`config.mk`:
```
export PLATFORM = sky130hd
export DESIGN_NAME = modexp_datapath
export DESIGN_NICKNAME = d
export VERILOG_FILES = /design/src/rtl/modexp_datapath.sv
export SDC_FILE = /design/constraint.sdc
export NUM_CORES = 2
export LEC_CHECK = 0
export CAP_MARGIN = 5
export CORE_MARGIN = 2
export CORE_UTILIZATION = 35
export CTS_CLUSTER_SIZE = 12
export DETAILED_ROUTE_END_ITERATION = 8
export PLACE_DENSITY = 0.49
export SETUP_SLACK_MARGIN = 0.02
export SLEW_MARGIN = 20
export SYNTH_ARGS = -nofsm -noshare
export SYNTH_HDL_FRONTEND = slang
export SYNTH_SLANG_ARGS = --single-unit
export TNS_END_PERCENT = 100
```
`constraint.sdc`:
```
create_clock -name clk -period 295.1 [get_ports clk]
set_input_delay 44.265 -clock clk [delete_from_list [all_inputs] [get_ports clk]]
set_output_delay 44.265 -clock clk [all_outputs]
set_load 0.05 [all_outputs]
```
`src/rtl/modexp_datapath.sv`:
```
// Operand front end and multiply/reduce datapath for the modular-exponentiation engine.
// Holds the operands, steps acc = acc * base mod m under controller strobes, and keeps the result until acknowledged.
module modexp_datapath #(
    parameter int WIDTH = 16
) (
    input  logic             clk,
    input  logic             rst,
    input  logic             in_valid,
    output logic             in_ready,
    input  logic [WIDTH-1:0] in_base,
    input  logic [WIDTH-1:0] in_exp,
    input  logic [WIDTH-1:0] in_mod,
    output logic             input_data_ready,
    input  logic             initialize,
    input  logic             en_multiply,
    input  logic             en_modulo,
    input  logic             done,
    output logic             is_multiplication_done,
    output logic [WIDTH-1:0] result,
    output logic             result_valid,
    output logic             result_err,
    input  logic             result_ack
);

    typedef enum logic [1:0] {
        IDLE,
        LOADED,
        RUN,
        HOLD
    } state_t;

    state_t             state;
    logic [WIDTH-1:0]   base_r;
    logic [WIDTH-1:0]   exp_r;
    logic [WIDTH-1:0]   mod_r;
    logic [WIDTH-1:0]   acc;
    logic [WIDTH-1:0]   cnt;
    logic [2*WIDTH-1:0] prod;
    logic               mod_zero;
    logic               mod_gt_one;

    assign mod_zero   = (mod_r == '0);
    assign mod_gt_one = (mod_r > WIDTH'(1));

    assign in_ready         = (state == IDLE);
    assign input_data_ready = (state == LOADED);

    // A zero modulus has nothing to iterate, so the controller is released immediately.
    assign is_multiplication_done = (state == RUN) && (mod_zero || (cnt == exp_r));

    always_ff @(posedge clk) begin
        if (rst) begin
            state        <= IDLE;
            base_r       <= '0;
            exp_r        <= '0;
            mod_r        <= '0;
            acc          <= '0;
            cnt          <= '0;
            prod         <= '0;
            result       <= '0;
            result_valid <= 1'b0;
            result_err   <= 1'b0;
        end else begin
            case (state)
                IDLE: begin
                    if (in_valid) begin
                        base_r     <= in_base;
                        exp_r      <= in_exp;
                        mod_r      <= in_mod;
                        result_err <= 1'b0;
                        state      <= LOADED;
                    end
                end

                LOADED: begin
                    if (initialize) begin
                        // Pre-reducing the base keeps every product below mod^2, so 2*WIDTH bits are exact.
                        if (!mod_zero) begin
                            base_r <= base_r % mod_r;
                        end
                        acc        <= {{(WIDTH-1){1'b0}}, mod_gt_one};
                        cnt        <= '0;
                        result_err <= mod_zero;
                        state      <= RUN;
                    end
                end

                RUN: begin
                    if (en_multiply) begin
                        prod <= {{WIDTH{1'b0}}, acc} * {{WIDTH{1'b0}}, base_r};
                    end else if (en_modulo) begin
                        if (!mod_zero) begin
                            acc <= WIDTH'(prod % {{WIDTH{1'b0}}, mod_r});
                        end
                        cnt <= cnt + WIDTH'(1);
                    end

                    if (done && is_multiplication_done) begin
                        result       <= acc;
                        result_valid <= 1'b1;
                        state        <= HOLD;
                    end
                end

                HOLD: begin
                    if (result_ack) begin
                        result_valid <= 1'b0;
                        state        <= IDLE;
                    end
                end

                default: state <= IDLE;
            endcase
        end
    end

endmodule
```
==> metrics <==
status=completed; number of max-cap violations=0; grt total ovfl=0; Post-DP HPWL=104,700 µm; largest net degree at the start of global routing=64; vias in the first global route=37,990; die extent in y=346.6 µm; Setup Buffers After CTS=0; Period Utilization, post-route=0.3428; first-pass GRT wire length=213,700 µm; prevailing post-synth register cell=dfxtp_1; routability cong.=0.9032; Final Skew=0.01788 ns; via count=39,520; drt via density=5.631; critical path capture point=acc[0]; Seq/Total Area, Yosys=0.06433; Worst path slowest cell=nor2_1; Least-Margin Pin Slew=1.114 ns; total CTS buffers=17; Syn. warnings=0; number of I/O pins=77; post-CTS sizing=0; Port Buffers=76; Clock Path Buffers=2; drt first-iter violations=2,788; FF-to-FF path depth=408; maximum fanout along the worst path=36; Global Route Usage Sum=0.2212; Mapped Area=41,080 µm²; Avg WL per Cell=19.22 µm; post-route antenna net violation count=0; worst path required time=295.42 ns; Fin. Hold Viols=0; syn nets=6,412; DRT Wirelength=134,900 µm; Crit. End Element=register; Crit Path Category=register to register; most frequent cells in the layout=nand2_1, ha_1, nor2_1; most frequent CP cell=o21a_1; setup TNS=0 ns; synthesized instance count=5,521; clk slew on worst S/H paths=0.06 ns; drt first pass iters=6; row cnt=125; initial core utilization=0.3530; NumNets Final=6,370; crit path launch type=register; Area Growth Syn to Fin=7.636%; CTS Sinks=132; minimum clock period=101.16 ns; filler instances=12,330; cell area after layout=44,210 µm²; Avg Inst Size Synth=7.440 µm²; die span in x=346.6 µm; RSZ-0062 raised after global routing=false; number of library cell types mapped by synthesis=114; CTS tree=done; CTS root buf=clkbuf_16; clk_lat worst skew=0.49 ns; share of layout cells above drive strength 1=0.07192; Sequential cell area=2643 µm²; Hold Crit Class=register to register; Core ar.=116,400 µm²; RR Endpoint=acc[0]; die area=120,100 µm²; Placed Area=43,570 µm²; worst path arrival time=101.48 ns; Setup Viol. Count Final=0; most common cell after layout, fill and taps aside=nand2_1; multi-input logic area=36,360 µm²; reg-to-reg slack, setup=193.94 ns; Largest stage delay, worst path=0.90 ns; initial antenna violation count=3; H-tree level count=4; Hold Buf Count CTS=0; slew margin rel.=0.2544; worst reg2reg startpoint=mod_r[15]; number of synthesized flops with an enable pin=0; fmax=9.886 MHz; #FFs+latches synth=132; FFs w/ async S/R, synth=0; # DRC=0; worst setup path start=mod_r[15]; max-slew violations=0
-- logic make-up after synthesis --
group	after synthesis	share of synthesized area
adder cells (fa/ha/maj)	835	0.2902
AND/OR/NAND/NOR	2013	0.2357
XOR/XNOR	266	0.05708
buffers and inverters	563	0.05193
flip-flops	132	0.06433
multiplexers	187	0.04925
AO/OA/AOI/OAI	1525	0.2515
-- cell usage after synthesis, drive strengths merged (13+ instances only) --
master / instances / share of area
nor2b: 44 / 0.0067
nor3: 309 / 0.038
xor2: 94 / 0.020
mux2i: 69 / 0.017
a31oi: 39 / 0.0061
or2: 79 / 0.012
nand2b: 44 / 0.0067
nand4: 56 / 0.0090
a21boi: 18 / 0.0033
nor4: 36 / 0.0065
o22ai: 13 / 0.0020
and4: 17 / 0.0037
and2: 117 / 0.018
and3: 30 / 0.0046
fa: 196 / 0.096
a211oi: 47 / 0.0094
a21o: 126 / 0.023
ha: 639 / 0.19
dfxtp: 132 / 0.064
a211o: 14 / 0.0030
or3: 45 / 0.0070
or4: 26 / 0.0050
o311ai: 24 / 0.0051
o31ai: 135 / 0.025
inv: 342 / 0.031
o21bai: 39 / 0.0071
o211ai: 37 / 0.0070
clkbuf: 202 / 0.018
nand3: 86 / 0.011
mux2: 118 / 0.032
o21a: 289 / 0.053
nand2: 648 / 0.059
xnor2: 172 / 0.037
nor2: 434 / 0.040
buf: 19 / 0.0022
nor3b: 13 / 0.0024
o21ai: 189 / 0.023
o31a: 16 / 0.0034
a21oi: 420 / 0.052
-- registers in the layout (all words and copies together) (netlist names), named ones only --
register      count
prod             32
acc              16
cnt              16
exp_r            16
mod_r            16
result           16
base_r           15
state             2
result_err        1
result_valid      1
-- routing by layer --
metal,up-vias,global-route usage,share of wire
li1,19860,-,-
met1,18780,0.3203,0.50
met2,777,0.3590,0.44
met3,98,0.01832,0.039
met4,0,0.04002,0.014
met5,-,0,0
-- worst min-delay path by stage --
stage / cells after the start / from / end
6_report: 2 / exp_r[1] / exp_r[1]
3_3_place_gp: 2 / exp_r[9] / exp_r[9]
4_1_cts: 2 / exp_r[6] / exp_r[6]
5_1_grt: 2 / exp_r[3] / exp_r[3]
3_5_place_dp: 2 / exp_r[5] / exp_r[5]
2_1_floorplan: 2 / prod[28] / prod[28]
-- stage by stage --
| step | cells | util | hold WS, ns | setup slack [ns] |
|---|---|---|---|---|
| 6_report | 7017 | 0.3800 | 0.4714 | 193.94 |
| 5_1_grt | 7016 | 0.3800 | 0.4944 | 185.20 |
| 4_1_cts | 7016 | 0.3799 | 0.4730 | 194.45 |
| 3_5_place_dp | 6984 | 0.3745 | 0.4644 | 194.84 |
| 3_3_place_gp | 6984 | 0.3744 | 0.4577 | 196.61 |
| 2_1_floorplan | 5521 | - | 0.4434 | 201.33 |
-- cell type report --
type,count,area share
Multi-Input combinational cell,4826,0.8223
Sequential cell,132,0.05977
Tap cell,1524,0.04313
Timing Repair Buffer,160,0.03141
Inverter,342,0.02903
Clock buffer,18,0.009933
Clock inverter,14,0.004386
Antenna cell,1,0.00005660
-- critical path: cells and delay by family (launching register included) --
family | cells | cell delay (ns)
fa+ha+maj | 31 | 9.71
buf+inv | 15 | 3.39
mux | 10 | 3.34
simple gates | 92 | 23.75
compound gates | 260 | 59.90
flops | 1 | 0.51
Power is left out: the tool's default activity adds up to more than one toggle a clock period on the data nets, which glitch-free logic cannot reach.
